--- src/rtl/muldiv_unit.sv ---
// Iterative unsigned multiply/divide unit: one shift-add or restoring-divide
// step per cycle, result returned through a one-cycle register-file write port.
module muldiv_unit #(
  parameter int unsigned WIDTH = 32,
  parameter int unsigned AW    = 3
) (
  input  logic             clk,
  input  logic             n_rst,
  input  logic             start,
  input  logic [1:0]       op,
  input  logic [WIDTH-1:0] a,
  input  logic [WIDTH-1:0] b,
  input  logic [AW-1:0]    dst,
  input  logic             kill,
  output logic             busy,
  output logic [AW-1:0]    wa,
  output logic [WIDTH-1:0] wd,
  output logic             we
);

  localparam int unsigned CW = $clog2(WIDTH);

  typedef enum logic [1:0] {
    IDLE = 2'd0,
    RUN  = 2'd1,
    DONE = 2'd2
  } state_t;

  state_t               state;
  logic [CW-1:0]        cnt;
  logic [1:0]           op_q;
  logic [AW-1:0]        dst_q;
  logic [WIDTH-1:0]     opb;    // multiplicand or divisor
  logic [2*WIDTH-1:0]   prod;   // {partial high word, remaining multiplier bits}
  logic [WIDTH:0]       rem;    // partial remainder, one spare bit for trial subtract
  logic [WIDTH-1:0]     quo;    // dividend bits shift out the top, quotient bits in the bottom

  logic [WIDTH:0]       addend;
  logic [WIDTH:0]       sum;
  logic [2*WIDTH-1:0]   prod_nx;
  logic [WIDTH:0]       shifted;
  logic [WIDTH:0]       trial;
  logic [WIDTH:0]       rem_nx;
  logic [WIDTH-1:0]     quo_nx;
  logic [WIDTH-1:0]     result;

  // One iteration of both datapaths plus the result selected by the latched op
  always_comb begin
    addend  = prod[0] ? {1'b0, opb} : '0;
    sum     = {1'b0, prod[2*WIDTH-1:WIDTH]} + addend;
    prod_nx = {sum, prod[WIDTH-1:1]};

    shifted = (WIDTH+1)'({rem, quo[WIDTH-1]});
    trial   = shifted - {1'b0, opb};
    rem_nx  = shifted;
    quo_nx  = {quo[WIDTH-2:0], 1'b0};
    // A zero divisor never underflows, so every quotient bit becomes 1 and the
    // dividend ends up shifted intact into the remainder.
    if (!trial[WIDTH]) begin
      rem_nx = trial;
      quo_nx = {quo[WIDTH-2:0], 1'b1};
    end

    unique case (op_q)
      2'b00:   result = prod_nx[WIDTH-1:0];
      2'b01:   result = prod_nx[2*WIDTH-1:WIDTH];
      2'b10:   result = quo_nx;
      default: result = rem_nx[WIDTH-1:0];
    endcase
  end

  // Control FSM, operand latching, iteration and registered write port
  always_ff @(posedge clk or negedge n_rst) begin
    if (!n_rst) begin
      state <= IDLE;
      cnt   <= '0;
      op_q  <= '0;
      dst_q <= '0;
      opb   <= '0;
      prod  <= '0;
      rem   <= '0;
      quo   <= '0;
      busy  <= 1'b0;
      we    <= 1'b0;
      wa    <= '0;
      wd    <= '0;
    end else begin
      unique case (state)
        RUN: begin
          if (kill) begin
            state <= IDLE;
            busy  <= 1'b0;
          end else begin
            prod <= prod_nx;
            rem  <= rem_nx;
            quo  <= quo_nx;
            cnt  <= cnt - CW'(1);
            if (cnt == '0) begin
              state <= DONE;
              busy  <= 1'b0;
              we    <= 1'b1;
              wa    <= dst_q;
              wd    <= result;
            end
          end
        end
        default: begin
          // IDLE and DONE both accept a new op; DONE's write pulse ends here
          we <= 1'b0;
          if (start && !kill) begin
            state <= RUN;
            busy  <= 1'b1;
            cnt   <= CW'(WIDTH - 1);
            op_q  <= op;
            dst_q <= dst;
            opb   <= b;
            prod  <= {{WIDTH{1'b0}}, a};
            rem   <= '0;
            quo   <= a;
          end else begin
            state <= IDLE;
          end
        end
      endcase
    end
  end

endmodule

--- config.mk ---
export PLATFORM = sky130hd
export DESIGN_NAME = muldiv_unit
export DESIGN_NICKNAME = d
export VERILOG_FILES = /design/src/rtl/muldiv_unit.sv
export SDC_FILE = /design/constraint.sdc
export NUM_CORES = 1
export LEC_CHECK = 0
export CAP_MARGIN = 20
export CELL_PAD_IN_SITES_DETAIL_PLACEMENT = 1
export CELL_PAD_IN_SITES_GLOBAL_PLACEMENT = 1
export CORE_AREA = 3 3 183 185
export CTS_CLUSTER_SIZE = 30
export DETAILED_ROUTE_END_ITERATION = 8
export DIE_AREA = 0 0 186 188
export GPL_TIMING_DRIVEN = 0
export PLACE_DENSITY_LB_ADDON = 0.3
export SETUP_SLACK_MARGIN = 0.1
export SYNTH_ARGS = -nofsm -noshare
export SYNTH_HDL_FRONTEND = slang
export SYNTH_SLANG_ARGS = --single-unit
export TNS_END_PERCENT = 5
--- constraint.sdc ---
create_clock -name clk -period 3.2 [get_ports clk]
set_clock_uncertainty 0.15 [all_clocks]
set_input_delay 0.48 -clock clk [delete_from_list [all_inputs] [get_ports clk]]
set_output_delay 0.48 -clock clk [all_outputs]
set_load 0.005 [all_outputs]
==> metrics.csv <==
stage,metric,value,unit
cells_and_area,n_fill_cell,3720,
floorplanning,ios,110,
synthesis,synthDistinctLibCells,72,
placed_design,gp_congestion,0.9650,
floorplanning,die_h,188,um
cells_and_area,syn2layout_area_growth,25.67,%
synthesis,syn_area_per_cell,8.761,sq um
global_route,grt_usage,27.49,%
power,powerDensity,917.0,mW/mm^2
timing,grt_setup_unrepaired,yes,
power,p_leak,0.007079,uW
critical_path,critPathArrivalTime,4130,ps
synthesis,yosysWarnings,0,
floorplanning,die_x,186,um
placed_design,place_area,0.01466,sq mm
placed_design,hpwl,35710,um
clock_tree,cts_buffers,26,
critical_path,timing.critical_path.buf_inv,2,
floorplanning,fp-row-count,66,
critical_path,setup.worst_path.end_class,flip-flop,
clock_tree,clk_pin_slew_worst_paths,60,ps
placed_design,portBuffers,108,
synthesis,synth_seq_cells,209,
synthesis,syn-num-nets,1629,
critical_path,path_class,reg2reg,
route,vias_per_cell,5.924,
clock_tree,clk_latency,540,ps
route,route.detailed.drc,0,
critical_path,crit_chain,inv_2 > ha_4 > inv_2 > fa_2 > a211oi_4 > o211ai_1 > a211oi_2 > o21ai_2 > a41oi_4 > xnor2_4 > mux2_4 > mux4_2 > mux2_4,
synthesis,synthTopCellsByArea,"dfrtp_1 (40%), o21ai_0 (7.2%), ha_1 (6.3%)",
global_route,grt_max_degree,108,
clock_tree,cts_root_buffer,clkbuf_16,
synthesis,synthCells,1488,
global_route,grt_pass1_vias,12900,
min_path,hp-class,in2reg,
cells_and_area,final_area,0.01638,sq mm
timing,final.period_utilization,120.4,%
cells_and_area,final_common_cell,nand2_1,
timing,finalWorstSetupSlack,-654.0,ps
min_path,worstHoldStart,kill,
global_route,antenna_found_initial,1,
global_route,top_usage_layer,met2,
clock_tree,h-tree-depth,1,
route,ant_nets,0,
global_route,grt.met3_usage,3.666,%
route,wl,48780,um
timing,finalCriticalPeriod,3854,ps
synthesis,synth-edff-count,0,
route,vias,12270,
power,power,15020,uW
cells_and_area,mostFrequentLayoutCells,"nand2_1 (218), dfrtp_1 (208), o21ai_0 (174), a21oi_1 (131), clkdlybuf4s50_1 (107)",
min_path,hold_depth,2,
critical_path,r2r_end,wd[8],
critical_path,worstPathRequired,3470,ps
synthesis,seq_area_frac_synth,40.12,%
timing,slew_viol_final,0,
clock_tree,numClockSinks,209,
min_path,whs_endpoint,prod[0],
placed_design,post-place-ws,-1279,ps
floorplanning,core_area,0.03221,sq mm
global_route,grt_use_met1,37.82,%
job,maxCapViolCount,0,
power,ir_drop,0.3594,mV
synthesis,synthFlopType,dfrtp_1,
cells_and_area,drive_above_1_share,11.49,%
critical_path,crit_slowest_cell,mux4_2,
critical_path,worstRegToRegCells,13,
critical_path,cp-start-kind,flip-flop,
floorplanning,initial_utilization,40.48,%
synthesis,synth_top_area_cell,dfrtp_1,
placed_design,place_inst,2005,
route,drt_iter0_drc,1000,
synthesis,async_reset_ff_share,100.0,%
critical_path,worstReg2RegStart,quo[31],
cells_and_area,nNetsFinal,1784,
timing,hold_viol_final,0,
cells_and_area,final_cells,2071,
timing,whs,264.9,ps
global_route,overflow,0,
critical_path,ff2ff_setup_slack,-650,ps
run_status,violations,setup timing,
critical_path,worst-path-max-fanout,6,
critical_path,cp_top_family,compound AO/OA/AOI/OAI gates,
timing,timing.fmax,259.5,MHz
critical_path,worst_path_largest_cell_delay,470,ps
global_route,use_met2,45.81,%
route,drt-wirelength-per-cell,23.55,um
synthesis,synth_top_area_share,40.12,%
clock_tree,cts_tree,yes,
timing,worst_pin_slew,1039,ps
timing,setup_viol,74,
timing,relSlewSlack,30.72,%
critical_path,startpoint,quo[31],
global_route,grt_pass1_wl,75050,um
synthesis,netlist_area,0.01304,sq mm
clock_tree,clk_path_buf_depth,3,
floorplanning,dieArea,0.03497,sq mm
route,drtPass1Iterations,5,
run_status,status,"finished, violations left",
metrics by stage:
stage	utilization (%)	setup TNS [ps]
2_1_floorplan	-	-816.4
3_3_place_gp	45.43	-1690840
3_5_place_dp	45.53	-64270
4_1_cts	50.52	-25550
5_1_grt	50.86	-33990
6_report	50.87	-27270
worst max path at each step:
| stage | to | slack, ps | depth (start not counted) |
|---|---|---|---|
| after CTS | wd[8] | -660 | 13 |
| after global placement | opb[23] | -7820 | 1 |
| after global routing | wd[8] | -710 | 13 |
| final | wd[8] | -650 | 13 |
| after floorplan | wd[8] | -200 | 13 |
| after detailed placement | wd[21] | -1280 | 13 |
final cells by class:
| cell class | instances | area [sq um] | area share [%] |
|---|---|---|---|
| antenna | 1 | 2.502 | 0.01527 |
| buffer | 90 | 435.4 | 2.658 |
| clock buffer | 36 | 769.5 | 4.697 |
| clock inverter | 11 | 125.1 | 0.7637 |
| inverter | 47 | 176.4 | 1.077 |
| multi-input combinational | 1142 | 7850 | 47.92 |
| sequential | 209 | 5231 | 31.93 |
| tap | 408 | 510.5 | 3.116 |
| timing repair buffer | 127 | 1282 | 7.828 |
power breakdown:
group	internal [uW]	switching [uW]	leakage, uW
Combinational	3370	4750	0.00394
Clock	1840	1250	0.000424
Sequential	3230	597	0.00271
Total	8430	6590	0.00708
what timing repair did:
| item | CTS | global route |
|---|---|---|
| hold buffers | 1 | 0 |
| hold endpoints to repair | 106 | 0 |
| setup endpoints to repair | 99 | 95 |
| setup buffers | 14 | 2 |
| pin swaps | 18 | 7 |
| gates cloned | 1 | 0 |
| gates resized for setup | 129 | 21 |
cell usage after synthesis (11+ instances only):
cell      count
xnor2_1      28
nor2_1       50
and2_1       66
a22o_1       29
nor3_1       32
ha_1         66
mux2i_1      46
a21oi_1     139
o21ai_0     187
clkbuf_1     76
xor2_1       31
mux2_2       15
dfrtp_1     209
nand2_1     219
a21o_1       28
a31oi_1      12
nand3_1      14
nor2b_1      11
inv_1        47
a211oi_1     18
state kept, by name (all words and copies together), names as in the netlist, 2 cells and up:
signal	flops
cnt	5
dst_q	3
op_q	2
opb	32
prod	64
quo	32
rem	32
state	2
wa	3
wd	32
routing by layer:
metal | share of wire, % | wire, um | up-vias
met1 | 45 | 22020 | 6229
met2 | 48 | 23280 | 319
met4 | 2.5 | 1204 | 2
met3 | 4.6 | 2263 | 81
met5 | 0.027 | 13 | -
li1 | - | - | 5638
cell families (layout without fill, tap and decap cells):
logic type      count (synthesis)  after routing  share of synthesized area [%]
compound gates                519            519                          24.62
xor+xnor                       60             60                          4.175
fa+ha+maj                      68             68                          6.642
buf+inv                       137            311                          4.060
flops                         209            209                          40.12
mux                            63             63                          5.116
other cells                     0              1                              0
simple gates                  432            432                          15.27
Note: power is estimated with default switching activity, not from simulation.
